**src/rtl/lcd_bus_writer_if.sv**
```systemverilog
// FIFO read-side handshake between the LCD command FIFO and the bus writer.
// Words are {rs, data[7:0]}.
interface lcd_bus_writer_if;
    logic       in_valid;
    logic       in_ready;
    logic [8:0] in_data;

    modport master (output in_valid, output in_data, input in_ready);
    modport slave  (input in_valid, input in_data, output in_ready);
endinterface

```
**src/rtl/lcd_bus_writer.sv**
```systemverilog
// HD44780 8-bit write sequencer: pops {rs, data} words and drives setup,
// E pulse, hold and execution wait, including the power-up delay.
//
// state | meaning
// INIT  | power-up wait after reset, nothing accepted
// IDLE  | in_ready high, waiting for a word
// SETUP | RS/D driven, E low
// PULSE | E high
// HOLD  | E low, RS/D held
// WAIT  | execution time of the written command/data
module lcd_bus_writer #(
    parameter int SETUP_CYCLES     = 2,
    parameter int PULSE_CYCLES     = 13,
    parameter int HOLD_CYCLES      = 2,
    parameter int EXEC_CYCLES      = 1100,
    parameter int LONG_EXEC_CYCLES = 44000,
    parameter int POWERUP_CYCLES   = 1080000
) (
    input  logic             clk,
    input  logic             rst,
    lcd_bus_writer_if.slave  fifo,
    output logic             lcd_rs,
    output logic             lcd_rw,
    output logic             lcd_e,
    output logic [7:0]       lcd_d,
    output logic             busy
);

    localparam int MAX_A = (SETUP_CYCLES > PULSE_CYCLES) ? SETUP_CYCLES : PULSE_CYCLES;
    localparam int MAX_B = (HOLD_CYCLES > EXEC_CYCLES) ? HOLD_CYCLES : EXEC_CYCLES;
    localparam int MAX_C = (LONG_EXEC_CYCLES > POWERUP_CYCLES) ? LONG_EXEC_CYCLES : POWERUP_CYCLES;
    localparam int MAX_AB = (MAX_A > MAX_B) ? MAX_A : MAX_B;
    localparam int MAX_ALL = (MAX_AB > MAX_C) ? MAX_AB : MAX_C;
    localparam int CW = $clog2(MAX_ALL + 1);

    // Each state lasts N cycles: load N-1 on entry, leave when the count hits 0.
    localparam logic [CW-1:0] LD_SETUP   = CW'(SETUP_CYCLES - 1);
    localparam logic [CW-1:0] LD_PULSE   = CW'(PULSE_CYCLES - 1);
    localparam logic [CW-1:0] LD_HOLD    = CW'(HOLD_CYCLES - 1);
    localparam logic [CW-1:0] LD_EXEC    = CW'(EXEC_CYCLES - 1);
    localparam logic [CW-1:0] LD_LONG    = CW'(LONG_EXEC_CYCLES - 1);
    localparam logic [CW-1:0] LD_POWERUP = CW'(POWERUP_CYCLES - 1);

    typedef enum logic [2:0] {
        INIT  = 3'd0,
        IDLE  = 3'd1,
        SETUP = 3'd2,
        PULSE = 3'd3,
        HOLD  = 3'd4,
        WAIT  = 3'd5
    } state_t;

    state_t        state, state_next;
    logic [CW-1:0] cnt, cnt_next;
    logic          accept;
    logic          long_wait;
    logic          cnt_zero;

    assign cnt_zero      = (cnt == '0);
    assign fifo.in_ready = (state == IDLE);
    assign busy          = (state != IDLE);
    assign lcd_rw        = 1'b0;

    always_comb begin
        state_next = state;
        cnt_next   = cnt_zero ? '0 : cnt - CW'(1);
        accept     = 1'b0;
        case (state)
            INIT: begin
                if (cnt_zero) state_next = IDLE;
            end
            IDLE: begin
                cnt_next = '0;
                if (fifo.in_valid) begin
                    accept     = 1'b1;
                    state_next = SETUP;
                    cnt_next   = LD_SETUP;
                end
            end
            SETUP: begin
                if (cnt_zero) begin
                    state_next = PULSE;
                    cnt_next   = LD_PULSE;
                end
            end
            PULSE: begin
                if (cnt_zero) begin
                    state_next = HOLD;
                    cnt_next   = LD_HOLD;
                end
            end
            HOLD: begin
                if (cnt_zero) begin
                    state_next = WAIT;
                    cnt_next   = long_wait ? LD_LONG : LD_EXEC;
                end
            end
            WAIT: begin
                if (cnt_zero) state_next = IDLE;
            end
            default: begin
                state_next = INIT;
                cnt_next   = LD_POWERUP;
            end
        endcase
    end

    always_ff @(posedge clk or posedge rst) begin
        if (rst) begin
            state     <= INIT;
            cnt       <= LD_POWERUP;
            lcd_e     <= 1'b0;
            lcd_rs    <= 1'b0;
            lcd_d     <= 8'h00;
            long_wait <= 1'b0;
        end else begin
            state <= state_next;
            cnt   <= cnt_next;
            lcd_e <= (state_next == PULSE);
            if (accept) begin
                lcd_rs    <= fifo.in_data[8];
                lcd_d     <= fifo.in_data[7:0];
                // clear (0x01) and return-home (0x02/0x03) need the long wait
                long_wait <= ~fifo.in_data[8] && (fifo.in_data[7:2] == 6'd0)
                             && (fifo.in_data[1:0] != 2'd0);
            end
        end
    end

endmodule

```
**src/flat_wrapper.sv**
```systemverilog
// flat-port wrapper written by rule: the top's interface ports become plain ports
module lcd_bus_writer_flat 
#(
    parameter int SETUP_CYCLES     = 2,
    parameter int PULSE_CYCLES     = 13,
    parameter int HOLD_CYCLES      = 2,
    parameter int EXEC_CYCLES      = 1100,
    parameter int LONG_EXEC_CYCLES = 44000,
    parameter int POWERUP_CYCLES   = 1080000
)
  (clk, rst, lcd_rs, lcd_rw, lcd_e, lcd_d, busy, fifo_in_valid, fifo_in_data, fifo_in_ready);
  lcd_bus_writer_if fifo_i ();
  input  logic clk;
  input  logic rst;
  output logic lcd_rs;
  output logic lcd_rw;
  output logic lcd_e;
  output logic [7:0] lcd_d;
  output logic busy;
  input wire logic [$bits(fifo_i.in_valid)-1:0] fifo_in_valid;
  input wire logic [$bits(fifo_i.in_data)-1:0] fifo_in_data;
  output wire logic [$bits(fifo_i.in_ready)-1:0] fifo_in_ready;
  assign fifo_i.in_valid = fifo_in_valid;
  assign fifo_i.in_data = fifo_in_data;
  assign fifo_in_ready = fifo_i.in_ready;
  lcd_bus_writer #(.SETUP_CYCLES(SETUP_CYCLES), .PULSE_CYCLES(PULSE_CYCLES), .HOLD_CYCLES(HOLD_CYCLES), .EXEC_CYCLES(EXEC_CYCLES), .LONG_EXEC_CYCLES(LONG_EXEC_CYCLES), .POWERUP_CYCLES(POWERUP_CYCLES)) u_core (.clk(clk), .rst(rst), .fifo(fifo_i), .lcd_rs(lcd_rs), .lcd_rw(lcd_rw), .lcd_e(lcd_e), .lcd_d(lcd_d), .busy(busy));
endmodule
```
**config.mk**
```make
export PLATFORM = sky130hd
export DESIGN_NAME = lcd_bus_writer_flat
export DESIGN_NICKNAME = d
export VERILOG_FILES = /design/src/rtl/lcd_bus_writer_if.sv /design/src/rtl/lcd_bus_writer.sv /design/src/flat_wrapper.sv
export SDC_FILE = /design/constraint.sdc
export NUM_CORES = 1
export LEC_CHECK = 0
export ABC_CLOCK_PERIOD_IN_PS = 3050
export CORE_MARGIN = 3
export CORE_UTILIZATION = 60
export CTS_CLUSTER_DIAMETER = 80
export CTS_CLUSTER_SIZE = 40
export DETAILED_ROUTE_END_ITERATION = 12
export PLACE_DENSITY = 0.81
export SETUP_SLACK_MARGIN = 0.3
export SYNTH_ARGS = -nofsm -noshare
export SYNTH_HDL_FRONTEND = slang
export SYNTH_SLANG_ARGS = --single-unit
```
**constraint.sdc**
```tcl
create_clock -name clk -period 3.05 [get_ports clk]
set_input_delay 0.61 -clock clk [delete_from_list [all_inputs] [get_ports clk]]
set_output_delay 0.61 -clock clk [all_outputs]
set_load 0.1 [all_outputs]
```
==> results of run 1 <==
routing by layer:
metal  GRT usage (%)  up-vias
met5               0        -
met4            9.84        0
met3            5.47       24
met2            41.8      135
met1            37.8      882
li1                -      862
flip-flops by register name, indices dropped and copies added (netlist names):
| signal | flops |
|---|---|
| u_core.cnt | 21 |
| u_core.lcd_d | 8 |
| u_core.state | 3 |
| u_core.lcd_e | 1 |
| u_core.lcd_rs | 1 |
| u_core.long_wait | 1 |
cell usage in the layout, fill, tap and decap left out, drive strengths merged, types with 6 or more instances in the layout:
cell type / count
a21oi: 6
nand3: 12
dfrtp: 22
xnor2: 7
nor3: 8
nor4: 10
o21ai: 15
o211ai: 8
clkdlybuf4s50: 11
nand2: 15
clkbuf: 6
mux2: 11
inv: 7
dfstp: 13
nor2: 20
xor2: 8
buf: 14
area by class of cell:
| type | instances | share of cell area, % |
|---|---|---|
| Multi-Input combinational cell | 170 | 47.0 |
| Clock inverter | 2 | 1.44 |
| Tap cell | 44 | 2.27 |
| Inverter | 9 | 1.55 |
| Timing Repair Buffer | 25 | 8.88 |
| Sequential cell | 35 | 36.8 |
| Clock buffer | 6 | 2.12 |
power by group:
part | internal, mW | switching, mW
clock | 0.194 | 0.157
combinational | 0.363 | 0.858
sequential | 0.645 | 0.191
total | 1.20 | 1.21
per-stage QoR:
| step | worst slack [ns] | total power [mW] |
|---|---|---|
| 2_1_floorplan | 0.382 | 1.77 |
| 3_3_place_gp | 0.892 | 2.01 |
| 3_5_place_dp | 0.786 | 2.04 |
| 4_1_cts | 0.601 | 2.39 |
| 5_1_grt | 0.447 | 2.53 |
| 6_report | 0.559 | 2.41 |
logic make-up after synthesis:
| kind of cell | count (synthesis) | share of synthesized area [%] |
|---|---|---|
| AND/OR/NAND/NOR | 90 | 24.3 |
| AO/OA/AOI/OAI | 51 | 16.1 |
| flip-flops | 35 | 42.2 |
| buffers and inverters | 19 | 4.09 |
| XOR/XNOR | 15 | 6.22 |
| multiplexers | 11 | 5.86 |
| adder cells (fa/ha/maj) | 2 | 1.07 |
| other | 1 | 0.178 |
how the worst max path moves through the flow:
| stage | end | slack (ns) | depth (start not counted) |
|---|---|---|---|
| global route | fifo_in_ready | 0.45 | 4 |
| floorplan | u_core.lcd_d[0]$_DFFE_PP0P_ | 0.38 | 7 |
| global placement | u_core.cnt[5]$_DFF_PP1_ | 0.89 | 7 |
| detailed placement | u_core.cnt[5]$_DFF_PP1_ | 0.79 | 7 |
| CTS | fifo_in_ready | 0.60 | 4 |
| finish | fifo_in_ready | 0.56 | 4 |
worst register-to-register path, stage by stage, from the launching register on:
cell and delay [ns]:
dfstp_2 0.39, inv_1 0.11, ha_1 0.26, nor3b_1 0.51
and4_1 0.40, a21oi_1 0.12, maj3_1 0.37, o2bb2ai_1 0.13
==> impl_metrics.csv, run 1 <==
group,metric,value,unit
drt,top_layer,"met4",
power_and_ir_drop,power_density,993,mW/mm²
sta,worst_slew_pin_slew,0.720,ns
setup_path,cpLargestDelayFamily,"flip-flops",
place,place_area,0.00234,mm²
setup_path,rrSetupSlack,0.70,ns
clocking,cts_resized,0,
drt,vias_per_cell,6.54,
setup_path,end_kind,"primary output",
setup_path,path_cells,"inv_1 > nand3_2 > clkinvlp_4 > buf_4",
setup_path,r2r-end,"u_core.cnt[2]$_DFF_PP1_",
sta,holdWs,0.520,ns
clocking,clkSlewWorstSetupHoldPaths,0.10,ns
global_route,grt_use_total,27.1,%
yosys,async_reset_ff_share,100,%
clocking,cts_hold_buf,0,
setup_path,cpPeakStageDelay,0.73,ns
sta,hold_violations,0,
place,dp.cells,283,
drt,met1_length,2160,µm
global_route,antenna_found_initial,0,
yosys,synth_top_cell_by_area,"dfrtp_1",
global_route,grt_pass1_wl,8780,µm
setup_path,crit_type,"reg -> out",
floorplan,start_util,65.9,%
drt,wl,5160,µm
drt,dr_wl_met3,481,µm
yosys,yosysTopAreaCellShare,26.1,%
layout,final_cells,291,
power_and_ir_drop,ir_worst_vdd,0.843,mV
yosys,yosys-top-cells-area,"dfrtp_1, dfstp_2, mux2_2, nor2_1, xor2_1",
sta,finalSetupViolCount,0,
global_route,overflow,0,
setup_path,crit_start,"u_core.state[1]$_DFF_PP0_",
setup_path,cpMaxStageDelayCell,"dfrtp_1",
sta,final.period_utilization,81.7,%
clocking,clock_latency,0.34,ns
floorplan,core_area,0.00320,mm²
floorplan,pin_count,25,
place,globalplace.congestion,0.964,
sta,grt_setup_unrepaired,"no",
setup_path,ff2ff_path_depth,7,
sta,tns,0,ns
hold_path,hold_end,"u_core.lcd_d[1]$_DFFE_PP0P_",
yosys,ys_ff_latch,35,
clocking,htreeDepth,2,
yosys,ys.flop_type,"dfrtp_1",
clocking,tritoncts,"done",
yosys,syn_area_per_cell,9.43,µm²
floorplan,fp.dieW,65.3,µm
setup_path,cp_max_fo,16,
floorplan,die_y,65.3,µm
clocking,cts_made_buffers,5,
place,dp_hpwl,3710,µm
yosys,ys_types,55,
drt,detailroute.via_count,1903,
drt,drt_iter0_markers,240,
floorplan,dieArea,0.00427,mm²
layout,final_core_util,75.7,%
setup_path,crit_buf_inv,3,
setup_path,cp-start-kind,"flip-flop",
setup_path,reg2reg_from,"u_core.cnt[0]$_DFF_PP1_",
hold_path,hold_class,"reg -> reg",
layout,syn_to_final_growth,14.8,%
sta,max-slew-margin-rel,51.6,%
clocking,cts_root_buf,"clkbuf_4",
drt,dr.pass1.iters,6,
global_route,grt_start_max_net_pins,36,
clocking,clock-sinks,35,
sta,timing.final.crit_period,2.49,ns
yosys,synth.yosys.seq_area_share,42.2,%
status,status,"finished, final reports clean",
hold_path,min_from,"u_core.lcd_d[1]$_DFFE_PP0P_",
clocking,clk_path_buf_depth,2,
yosys,synth-edff-count,0,
layout,diodes,0,
sta,fmax,401,MHz
layout,fin_nets,259,
power_and_ir_drop,leakage,1.00,nW
global_route,grt_pass1_vias,1760,
yosys,syn_nets,237,
layout,regArea,892,µm²
layout,layout-drive-gt1-share,23.1,%
drt,route.met2.wl,2370,µm
yosys,ys_top_cells_by_count,"dfrtp_1, nor2_1, nand2_1",
sta,finalMaxSlewViolations,0,
layout,n_fill_cell,247,
drt,ant_nets,0,
layout,fin_area,0.00242,mm²
clocking,postCtsSetupBuffers,0,
setup_path,arrival,1.88,ns
drt,wl_per_cell,17.7,µm
yosys,netlist_instances,224,
floorplan,row_count,20,
yosys,synth.cell_area,0.00211,mm²
drt,drc,0,
setup_path,worstPathRequired,2.44,ns
place,portBuffers,23,
yosys,synth.most_common_cell,"dfrtp_1",
sta,fin_skew,0.00576,ns
layout,multi_input_area,0.00114,mm²
flow_run,cap_viol_max_count,0,
yosys,yosys_warnings,0,
hold_path,hold_depth,1,
No activity file was read; power rests on OpenSTA's default activity.
==> run 2: changes to the inputs <==
Settings changed: ABC_CLOCK_PERIOD_IN_PS 3050 to 2300, CORE_UTILIZATION 60 to 56, PLACE_DENSITY 0.81 to 0.76.
Clock period 3.05 ns to 2.3 ns, I/O delays scaled along.
==> run 2 against run 1 <==
  * First-iteration DRC count is 7.1% lower
  * Clock-buffer cell count is 1 higher
  * Total power is 37% higher
  * Largest power group unchanged
==> impl_metrics.csv, run 2 (synthesis results as in run 1) <==
group,metric,value,unit
layout,syn_to_final_growth,23.8,%
setup_path,arrival,2.15,ns
setup_path,crit_start,"u_core.cnt[18]$_DFF_PP0_",
layout,regArea,893,µm²
clocking,cts_made_buffers,5,
setup_path,r2r-end,"u_core.cnt[4]$_DFF_PP1_",
floorplan,fp.dieW,67.4,µm
hold_path,min_from,"u_core.lcd_d[1]$_DFFE_PP0P_",
sta,hold_violations,0,
drt,detailroute.via_count,1954,
layout,final_common_cell,"buf_4",
sta,finalMaxSlewViolations,0,
setup_path,crit_type,"reg -> reg",
drt,wl_per_cell,18.7,µm
layout,multi_input_area,0.00122,mm²
setup_path,end_kind,"flip-flop",
place,globalplace.congestion,1.01,
sta,holdWs,0.510,ns
drt,ant_nets,0,
sta,grt_setup_unrepaired,"yes",
layout,fin_nets,270,
power_and_ir_drop,ir_worst_vdd,1.21,mV
status,status,"finished, final reports clean",
layout,largestRegisters,"u_core.cnt (21), u_core.lcd_d (8), u_core.state (3)",
floorplan,die_y,67.4,µm
floorplan,dieArea,0.00454,mm²
layout,n_fill_cell,247,
sta,timing.final.crit_period,1.95,ns
layout,diodes,0,
setup_path,cp_max_fo,4,
setup_path,cpMaxStageDelayCell,"dfrtp_1",
drt,dr.pass1.iters,5,
global_route,antenna_found_initial,0,
setup_path,cpPeakStageDelay,0.44,ns
layout,layout-drive-gt1-share,30.2,%
global_route,grt_start_max_net_pins,36,
global_route,grt_pass1_wl,9530,µm
clocking,htreeDepth,2,
clocking,tritoncts,"done",
place,dp_hpwl,4090,µm
setup_path,crit_cells,6,
sta,final.period_utilization,84.7,%
power_and_ir_drop,power_density,1260,mW/mm²
layout,regMostFlops,"u_core.cnt",
setup_path,critPathCapture,"u_core.cnt[4]$_DFF_PP1_",
clocking,cts_hold_buf,0,
floorplan,pin_count,25,
flow_run,cap_viol_max_count,0,
global_route,grt_use_total,28.0,%
sta,tns,0,ns
drt,wl,5700,µm
setup_path,ff2ff_path_depth,6,
drt,drc,0,
clocking,clock_latency,0.28,ns
global_route,overflow,0,
layout,mostFrequentLayoutCells,"buf_4, dfrtp_1, nor2_1, nand2_1, dfstp_2",
sta,finalSetupViolCount,0,
drt,vias_per_cell,6.43,
clocking,clk_path_buf_depth,2,
floorplan,core_area,0.00349,mm²
drt,drt_iter0_markers,223,
clocking,cts_root_buf,"clkbuf_8",
setup_path,rrSetupSlack,0.35,ns
place,portBuffers,23,
setup_path,reg2reg_from,"u_core.cnt[18]$_DFF_PP0_",
setup_path,crit_buf_inv,1,
sta,fin_skew,0.00408,ns
power_and_ir_drop,leakage,1.08,nW
floorplan,start_util,60.4,%
floorplan,row_count,21,
global_route,grt_pass1_vias,1939,
clocking,clkSlewWorstSetupHoldPaths,0.07,ns
layout,largest_reg_flops,21,
hold_path,hold_class,"reg -> reg",
clocking,clock-sinks,35,
setup_path,cpLargestDelayFamily,"simple AND/OR/NAND/NOR gates",
setup_path,worstPathRequired,2.50,ns
setup_path,path_cells,"nor4_4 > buf_4 > and4_1 > nand4_1 > o21a_1 > o211ai_1",
setup_path,cp-start-kind,"flip-flop",
sta,fmax,513,MHz
-- run 2: how the worst min path moves through the flow --
stage	to	slack, ns	depth (start not counted)
after floorplan	u_core.long_wait$_DFFE_PP0P_	0.54	1
after global placement	u_core.lcd_d[7]$_DFFE_PP0P_	0.49	1
after detailed placement	u_core.lcd_d[1]$_DFFE_PP0P_	0.50	1
after CTS	u_core.lcd_d[1]$_DFFE_PP0P_	0.51	1
after global routing	u_core.lcd_d[2]$_DFFE_PP0P_	0.54	1
final	u_core.lcd_d[1]$_DFFE_PP0P_	0.51	1
-- run 2: worst register-to-register path, stage by stage (launching register included) --
cell      delay, ns
dfrtp_1        0.44
nor4_4         0.34
buf_4          0.18
and4_1         0.27
nand4_1        0.23
o21a_1         0.29
o211ai_1       0.11
-- run 2: timing repair --
action                                  CTS  global route
endpoints found under the setup margin   20            23
pin swaps                                 2             2
cloned                                    1             0
gates resized for setup                   6             8
buffers inserted                          1             0
-- run 2: metrics by stage --
step                cells  utilization, %  cell area (µm²)  power [mW]  setup WS (ns)
finish                304            74.8             2610        3.30          0.352
global route          304            74.8             2610        3.46          0.299
CTS                   304            73.6             2570        3.23          0.315
detailed placement    294            70.2             2450        2.79         0.0200
global placement      294            70.2             2450        2.75          0.170
floorplan             224               -             2170        2.38          0.146
-- run 2: area by class of cell --
type | count | share of cell area [%]
clock buffers | 7 | 2.92
repair buffers | 35 | 12.1
clock inverters | 1 | 0.191
inverters | 9 | 1.82
well taps | 46 | 2.20
flip-flops and latches | 35 | 34.2
multi-input cells | 171 | 46.6
-- run 2: power by group --
group | switching [mW] | internal, mW | leakage (nW) | total, mW
registers | 0.272 | 0.859 | 0.421 | 1.13
logic | 1.17 | 0.576 | 0.615 | 1.75
clock network | 0.209 | 0.212 | 0.0422 | 0.421
-- run 2: layer usage --
| metal | GRT usage [%] | vias to the layer above | wire length (µm) |
|---|---|---|---|
| li1 | - | 885 | - |
| met1 | 38.7 | 953 | 2330 |
| met2 | 44.5 | 104 | 2830 |
| met3 | 4.33 | 12 | 446 |
| met4 | 10.4 | 0 | 81 |
| met5 | 0 | - | 0 |
